<file path="config.mk">
export PLATFORM = sky130hd
export DESIGN_NAME = fifo_byte_packer
export DESIGN_NICKNAME = d
export VERILOG_FILES = /design/src/rtl/fifo_pkg.sv /design/src/rtl/fifo_byte_packer.sv
export SDC_FILE = /design/constraint.sdc
export NUM_CORES = 1
export LEC_CHECK = 0
export ABC_AREA = 1
export CORE_UTILIZATION = 27
export CTS_BUF_LIST = sky130_fd_sc_hd__clkbuf_16
export CTS_CLUSTER_SIZE = 16
export DETAILED_ROUTE_END_ITERATION = 8
export PLACE_DENSITY = 0.52
export SETUP_SLACK_MARGIN = 0.5
export SLEW_MARGIN = 20
export SYNTH_ARGS = -nofsm -noshare
export SYNTH_HDL_FRONTEND = slang
export SYNTH_SLANG_ARGS = --single-unit
</file>
<file path="constraint.sdc">
create_clock -name clk -period 2.5 [get_ports clk]
set_input_delay 0.25 -clock clk [delete_from_list [all_inputs] [get_ports clk]]
set_output_delay 0.25 -clock clk [all_outputs]
set_load 0.02 [all_outputs]
</file>
<file path="src/rtl/fifo_pkg.sv">
// Shared definitions for the byte-packing capture front-end and its FIFO.
// Latency: n/a (types and constants only).
// Backpressure: n/a.
// Contents: capture FSM state encoding, FIFO data width, default pad byte.
package fifo_pkg;

   // Width of one FIFO word; two sample bytes are packed per word.
   localparam int FIFO_DW = 16;

   // Filler for the upper byte of a final word when the capture length is odd.
   localparam logic [7:0] PAD_BYTE_DEFAULT = 8'h00;

   typedef enum logic [2:0] {
      ST_IDLE    = 3'd0,
      ST_ARMED   = 3'd1,
      ST_CAPTURE = 3'd2,
      ST_FLUSH   = 3'd3,
      ST_DONE    = 3'd4
   } state_t;

endpackage : fifo_pkg

</file>
<file path="src/rtl/fifo_byte_packer.sv">
// Arm/trigger-gated capture of an 8-bit sample stream, packed little-endian into 16-bit FIFO writes.
// Latency: a word is presented on wen/wdata the cycle after its completing byte is consumed.
// Backpressure: none upstream; a word whose write coincides with fifo_full is dropped and drop_err is set.
//
// Ports:
//   clk          in   single clock, shared with the FIFO
//   reset        in   synchronous, active-high
//   arm          in   1-cycle pulse, accepted only in IDLE/DONE; latches capture_len, clears loss status
//   trigger      in   level, sampled only while ARMED
//   capture_len  in   number of bytes to capture
//   byte_valid   in   byte_data valid this cycle
//   byte_data    in   sample byte
//   fifo_full    in   FIFO full flag, gates the write-enable register input
//   wen / wdata  out  registered FIFO write port
//   busy         out  state is ARMED, CAPTURE or FLUSH
//   done         out  1-cycle pulse on entry to DONE
//   drop_err     out  sticky: at least one word was dropped since the last arm
//   bytes_left   out  bytes still to be consumed in the current capture
//   drop_count   out  (only with FIFO_PACKER_STATS_EN) saturating count of dropped words since arm
module fifo_byte_packer
   import fifo_pkg::*;
#(
   parameter int         pLEN_WIDTH = 16,
   parameter logic [7:0] pPAD_BYTE  = PAD_BYTE_DEFAULT
) (
   input  logic                  clk,
   input  logic                  reset,
   input  logic                  arm,
   input  logic                  trigger,
   input  logic [pLEN_WIDTH-1:0] capture_len,
   input  logic                  byte_valid,
   input  logic [7:0]            byte_data,
   input  logic                  fifo_full,
   output logic                  wen,
   output logic [FIFO_DW-1:0]    wdata,
   output logic                  busy,
   output logic                  done,
   output logic                  drop_err,
`ifdef FIFO_PACKER_STATS_EN
   output logic [15:0]           drop_count,
`endif
   output logic [pLEN_WIDTH-1:0] bytes_left
);

   state_t                r_state;
   logic [pLEN_WIDTH-1:0] r_bytes_left;
   logic                  r_done;
   logic                  r_wen;
   logic [FIFO_DW-1:0]    r_wdata;
   logic                  r_drop_err;
   logic                  r_hold;       // low byte of the current word is waiting in r_held
   logic [7:0]            r_held;
`ifdef FIFO_PACKER_STATS_EN
   logic [15:0]           r_drop_count;
`endif

   logic                  w_arm_ok;
   logic                  w_trig_start;
   logic                  w_consume;
   logic                  w_last;
   logic                  w_issue;
   logic                  w_drop;
   logic [FIFO_DW-1:0]    w_word;

   assign w_arm_ok     = arm && ((r_state == ST_IDLE) || (r_state == ST_DONE));
   assign w_trig_start = (r_state == ST_ARMED) && trigger;

   // A byte arriving in the very cycle the trigger is first seen is part of the capture.
   // The bytes_left guard also keeps a zero-length capture from consuming anything.
   assign w_consume = byte_valid && (r_bytes_left != '0)
                      && ((r_state == ST_CAPTURE) || w_trig_start);
   assign w_last    = w_consume && (r_bytes_left == pLEN_WIDTH'(1));

   // A word completes on the second byte of a pair, or on a lone final byte, which is
   // padded right away so the last write always lands in the FLUSH cycle.
   assign w_issue = w_consume && (r_hold || w_last);
   assign w_word  = r_hold ? {byte_data, r_held} : {pPAD_BYTE, byte_data};
   assign w_drop  = w_issue && fifo_full;

   // Capture FSM and byte accounting.
   always_ff @(posedge clk) begin
      if (reset) begin
         r_state      <= ST_IDLE;
         r_bytes_left <= '0;
         r_done       <= 1'b0;
      end else begin
         r_done <= 1'b0;
         case (r_state)
            ST_IDLE, ST_DONE: begin
               if (w_arm_ok) begin
                  r_state      <= ST_ARMED;
                  r_bytes_left <= capture_len;
               end
            end
            ST_ARMED: begin
               if (trigger) begin
                  if (r_bytes_left == '0) begin
                     r_state <= ST_DONE;
                     r_done  <= 1'b1;
                  end else if (w_last) begin
                     r_state <= ST_FLUSH;
                  end else begin
                     r_state <= ST_CAPTURE;
                  end
               end
            end
            ST_CAPTURE: begin
               if (w_last) begin
                  r_state <= ST_FLUSH;
               end
            end
            ST_FLUSH: begin
               r_state <= ST_DONE;
               r_done  <= 1'b1;
            end
            default: begin
               r_state <= ST_IDLE;
            end
         endcase
         // w_consume already implies r_bytes_left != 0, so this never wraps.
         if (w_consume) begin
            r_bytes_left <= r_bytes_left - pLEN_WIDTH'(1);
         end
      end
   end

   // Packing register, FIFO write port and loss reporting.
   always_ff @(posedge clk) begin
      if (reset) begin
         r_wen      <= 1'b0;
         r_wdata    <= '0;
         r_hold     <= 1'b0;
         r_held     <= 8'h00;
         r_drop_err <= 1'b0;
`ifdef FIFO_PACKER_STATS_EN
         r_drop_count <= 16'h0000;
`endif
      end else begin
         // fifo_full is folded in ahead of the register so a dropped word never reaches the FIFO.
         r_wen <= w_issue && !fifo_full;
         if (w_issue && !fifo_full) begin
            r_wdata <= w_word;
         end

         if (w_arm_ok) begin
            r_hold     <= 1'b0;
            r_drop_err <= 1'b0;
`ifdef FIFO_PACKER_STATS_EN
            r_drop_count <= 16'h0000;
`endif
         end else begin
            if (w_consume) begin
               if (w_issue) begin
                  r_hold <= 1'b0;
               end else begin
                  r_hold <= 1'b1;
                  r_held <= byte_data;
               end
            end
            if (w_drop) begin
               r_drop_err <= 1'b1;
`ifdef FIFO_PACKER_STATS_EN
               if (r_drop_count != 16'hFFFF) begin
                  r_drop_count <= r_drop_count + 16'h0001;
               end
`endif
            end
         end
      end
   end

   assign wen        = r_wen;
   assign wdata      = r_wdata;
   assign done       = r_done;
   assign drop_err   = r_drop_err;
   assign bytes_left = r_bytes_left;
   assign busy       = (r_state == ST_ARMED) || (r_state == ST_CAPTURE) || (r_state == ST_FLUSH);
`ifdef FIFO_PACKER_STATS_EN
   assign drop_count = r_drop_count;
`endif

endmodule : fifo_byte_packer
</file>
* Yosys cells after proc, flatten, opt, wreduce, memory -nomap -nowiden
Index checks and enable logic that the tools add are counted. Widths: inputs -> output; s select.
Cells by class: $add $sub $neg 1, equal/unequal tests 8, mux-type cells 14, bitwise logic cells 2, reductions and logical operators 24
Operator list (number):
- $mux 16 | 4
- $eq 16x1->1 const B | 1
- $logic_not 16->1 | 1
- $reduce_bool 16->1 | 1
- $sub 16x1->16 const B | 1
- $mux 3 | 4
- $pmux 3 s4 | 1
- $logic_and 1x1->1 | 8
- $eq 3x2->1 const B | 2
- $ne 2x2->1 const B | 3
- $reduce_and 3->1 | 2
- $logic_or 1x1->1 | 5
- $mux 1 | 4
- $reduce_bool 2->1 | 2
- $reduce_or 2->1 | 2
- $eq 3x1->1 const B | 1
- $eq 3x3->1 const B | 1
- $logic_not 3->1 | 1
- $not 1->1 | 2
- $pmux 1 s2 | 1
- $reduce_and 2->1 | 1
- $logic_not 1->1 | 1
Storage, ports and cells: register bits 47, input port bits 30, logic and storage cells 57

* Longest topological paths before layout
word-level depth 9, gate-level depth with buffers 13, mapped depth without buffers 12

* Worst setup path before layout
OpenSTA, ideal clock, no wires.
path type reg-to-reg, start point register r_bytes_left[0], in the netlist bytes_left[0], end point register r_held[0], setup time 0.118 ns, arrival 1.674 ns, path slack 0.708 ns, stages on the path, launching flop included 11, path buffers 2, cells stage by stage dfxtp_1 > inv_1 > ha_1 > nand3_2 > nor2_2 > nand2_2 > nand2_4 > buf_6 > buf_6 > nor3_1 > nor2_1
Between the ends: word-level cells in the longest chain between the ends 8, elaborated cells on any way between the ends 9, classes of those cells 1 x eq/ne; 1 x bitwise; 7 x reduce/logical
RTL lines:
- from (decl) | line fifo_byte_packer.sv:46 | logic [pLEN_WIDTH-1:0] r_bytes_left;
- from (signal assigned) | line fifo_byte_packer.sv:92 | r_bytes_left <= capture_len;
- from (signal assigned) | line fifo_byte_packer.sv:122 | r_bytes_left <= r_bytes_left - pLEN_WIDTH'(1);
- $reduce_bool 16->1 | line fifo_byte_packer.sv:70 | assign w_consume = byte_valid && (r_bytes_left != '0)
- $logic_and 1x1->1 | line fifo_byte_packer.sv:70
- $logic_and 1x1->1 | line fifo_byte_packer.sv:71 | && ((r_state == ST_CAPTURE) || w_trig_start);
- $logic_and 1x1->1 | line fifo_byte_packer.sv:72 | assign w_last = w_consume && (r_bytes_left == pLEN_WIDTH'(1));
- $logic_or 1x1->1 | line fifo_byte_packer.sv:76 | assign w_issue = w_consume && (r_hold || w_last);
- $logic_and 1x1->1 | line fifo_byte_packer.sv:76
- $not 1->1 (no line)
- $reduce_and 3->1 (no line) (*)
- to (signal assigned) | line fifo_byte_packer.sv:157 | r_held <= byte_data;
- to (decl) | line fifo_byte_packer.sv:52 | logic [7:0] r_held;
Every way passes the cells marked *; elsewhere a longest branch is shown, timed or not. A chain may end at the register's enable or synchronous reset.

* Worst setup path in the final report
start point register r_bytes_left[0], in the netlist bytes_left[0], end point register r_wdata[15], in the netlist wdata[15]
Between the ends: word-level cells in the longest chain between the ends 7, elaborated cells on any way between the ends 8, classes of those cells 1 x eq/ne; 7 x reduce/logical
RTL lines:
- $reduce_bool 16->1 | line fifo_byte_packer.sv:70
- $logic_and 1x1->1 | line fifo_byte_packer.sv:70
- $logic_and 1x1->1 | line fifo_byte_packer.sv:71
- $logic_and 1x1->1 | line fifo_byte_packer.sv:72
- $logic_or 1x1->1 | line fifo_byte_packer.sv:76
- $logic_and 1x1->1 (*) | line fifo_byte_packer.sv:76
- $logic_and 1x1->1 (*) | line fifo_byte_packer.sv:141 | if (w_issue && !fifo_full) begin
- to (signal assigned) | line fifo_byte_packer.sv:142 | r_wdata <= w_word;
- to (decl) | line fifo_byte_packer.sv:49 | logic [FIFO_DW-1:0] r_wdata;
Marked as above.

==> flow_summary_export.csv <==
group,metric,value,unit
placement,dpl.hpwl,5190,microns
synthesis,synth_edf_count,0,
critical_path,path_delay_family,"simple AND/OR/NAND/NOR gates",
drt,wl,7010,microns
worst_hold_path,min_path_type,"flop to flop",
synthesis,synth_seq_cells,47,
global_route,met3_usage,2.46,%
clock_network,cts_buffers,5,
final_layout,n_antenna_cell,0,
clock_network,clockBufferDepth,2,
pwr,power,3.60,mW
synthesis,synth_top_family_by_area,"simple AND/OR/NAND/NOR gates",
timing,max-slew-margin-rel,70.7,%
critical_path,path_cells,"inv_1 -> ha_1 -> nand3_2 -> nor2_4 -> nand2_4 -> nand2_8 -> nor2_4 -> nand2_2 -> nand3_1 -> o21ai_0",
synthesis,synth_nets,421,
die,core,0.00924,sq mm
critical_path,r2r_slack,0.62,ns
placement,port_buffers,65,
worst_hold_path,holdPathEnd,"drop_err",
timing,hold_violations,0,
drt,via_per_inst,4.37,
global_route,grt_pass1_vias,2390,
timing,finalCriticalPeriod,1.88,ns
synthesis,netlist_instances,389,
synthesis,synth_cell_types,29,
synthesis,synth_warnings,0,
synthesis,synth_top_area_share,36.5,%
critical_path,critPathLaunchType,"flop",
critical_path,r2r_start,"bytes_left[0]",
synthesis,synth_xor_area_share,3.06,%
synthesis,synth_fa_ha_area_share,0.970,%
die,fp.dieArea,0.00995,sq mm
synthesis,post_synth_and_or_nand_nor_area_fraction,34.0,%
pwr,vdd_ir_drop_max,0.378,mV
synthesis,yosysMostFrequentCell,"nand2_1",
timing,finalSetupViolCount,0,
synthesis,synth_area_leader_cell,"dfxtp_1",
drt,wl_per_cell,11.9,microns
clock_network,clock_latency,0.29,ns
die,die_width,99.7,microns
run,max-cap-violations,0,
critical_path,cp_data_arrival_time,2.06,ns
timing,fmax,531,MHz
placement,placed_cell_area,0.00335,sq mm
die,initial_core_util,27.9,%
critical_path,critPathMaxStageDelay,0.36,ns
clock_network,cts_tree,"done",
clock_network,cts_sinks,47,
global_route,grt_util_all_layers,14.4,%
critical_path,cp_num_buf_inv,1,
global_route,gr-usage-met2,22.7,%
global_route,grt-busiest-layer,"met2",
critical_path,endpoint_kind,"flop",
critical_path,required,2.67,ns
global_route,grt_first_pass_wirelength,11500,microns
run_status,status,"completed",
global_route,antenna_found_initial,0,
clock_network,htreeDepth,2,
final_layout,area_growth,39.5,%
drt,drc,0,
timing,setup_tns,0,ns
timing,worst_slew_pin_slew,0.438,ns
timing,rsz0062_at_grt,"true",
critical_path,crit_top_cell,"nor2_4",
final_layout,drive_gt1_share,8.24,%
synthesis,postSynthAreaPerCell,6.63,sq um
critical_path,critPathKind,"flop to flop",
synthesis,ys_seq_area_share,36.5,%
die,io_pins,66,
drt,antenna_left,0,
synthesis,synth_common_cells,"nand2_1 (92), inv_1 (50), nor2_1 (48)",
critical_path,timing.rr.end,"wdata[15]",
pwr,powerDensity,1000,mW/mm^2
clock_network,clockRootBuffer,"clkbuf_16",
final_layout,nNetsFinal,492,
worst_hold_path,hold_start,"drop_err",
die,die_h,99.7,microns
clock_network,clk_pin_slew,0.07,ns
synthesis,synthFlopType,"dfxtp_1",
pwr,power.leakage,1.52,nW
final_layout,final_area,0.00360,sq mm
critical_path,slowest_stage,"dfxtp_2",
timing,clock_skew,0.00445,ns
drt,vias,2578,
die,rows,35,
timing,drv_slew,0,
global_route,grt_max_degree,21,
clock_network,holdBufCountCts,0,
critical_path,crit_fanout,12,
synthesis,synth_compound_area_share,11.2,%
synthesis,ys_top_cells_by_area,"dfxtp_1 (36%), nand2_1 (13%), inv_1 (7.3%)",
placement,gp_congestion,0.860,
critical_path,ff2ff_path_depth,10,
synthesis,async_flop_share,0,%
drt,first_iter_violations,158,
timing,period_share,75.3,%
timing,hold_ws,0.454,ns
global_route,overflow,0,
synthesis,muxShareOfSynthArea,3.11,%
worst_hold_path,hold_depth,2,
synthesis,syn_area,0.00258,sq mm
global_route,grt_use_met1,19.5,%
drt,dr.pass1.iters,4,
worst register-to-register path: stages, from the launching register on:
cell,delay [ns]
dfxtp_2,0.36
inv_1,0.07
ha_1,0.23
nand3_2,0.14
nor2_4,0.07
nand2_4,0.13
nand2_8,0.11
nor2_4,0.27
nand2_2,0.20
nand3_1,0.10
o21ai_0,0.08
how the worst max path moves through the flow:
stage | from | endpoint | slack, ns | cells after the start
final | bytes_left[0] | wdata[15] | 0.62 | 10
after global routing | bytes_left[1] | wdata[3] | 0.49 | 12
after CTS | bytes_left[0] | bytes_left[13] | 0.51 | 10
after detailed placement | trigger | wdata[12] | 0.31 | 7
after global placement | trigger | wdata[9] | 0.38 | 7
after floorplan | bytes_left[0] | r_held[0] | 0.71 | 10
layout make-up:
type,count,area [sq um]
Multi-Input combinational cell,277,1400
Timing Repair Buffer,76,741
Clock buffer,5,125
Sequential cell,47,943
Tap cell,129,161
Fill cell,994,5640
Inverter,53,204
Clock inverter,3,20.0
cell families (layout without fill, tap and decap cells):
group / Yosys count / count (layout)
AO/OA/AOI/OAI: 56 / 56
buffers and inverters: 66 / 137
flip-flops: 47 / 47
XOR/XNOR: 9 / 9
AND/OR/NAND/NOR: 201 / 202
multiplexers: 8 / 8
adder cells (fa/ha/maj): 2 / 2
cell usage in the layout (no fill, tap or decap), drive strengths merged, types with 5 or more instances in the layout:
cell / Yosys / routed
a21oi: 17 / 17
buf: 10 / 11
clkbuf: 3 / 5
clkdlybuf4s50: 0 / 65
dfxtp: 47 / 47
inv: 52 / 52
mux2i: 8 / 8
nand2: 96 / 97
nand3: 34 / 34
nor2: 55 / 55
nor3: 10 / 10
o21ai: 37 / 37
xor2: 9 / 9
metal layers:
metal,up-vias,share of wire (%)
met2,51,44
li1,1376,-
met3,13,3.2
met5,-,0
met4,0,2.1
met1,1138,50
per-stage QoR:
step           setup slack [ns]  cells  util [%]
4_1_cts                   0.510    588      38.2
3_5_place_dp              0.306    577      36.3
6_report                  0.617    590      38.9
2_1_floorplan             0.708    389         -
3_3_place_gp              0.378    577      36.3
5_1_grt                   0.490    590      38.9
registers in the layout, indices dropped and copies added, names as in the netlist:
| register | flops |
|---|---|
| bytes_left | 16 |
| r_state | 3 |
| drop_err | 1 |
| wen | 1 |
| wdata | 16 |
| r_hold | 1 |
| done | 1 |
| r_held | 8 |
power by group:
group / switching (mW) / internal [mW] / total (mW)
sequential: 0.176 / 0.915 / 1.09
combinational: 1.13 / 0.715 / 1.85
clock: 0.293 / 0.369 / 0.662
repair_timing:
action	in CTS	in global routing
buffers inserted	3	1
resized for setup	2	12
pin swaps	1	3
cloned	0	1
setup endpoints to repair	17	34
Power figures use the tool's default switching activity.
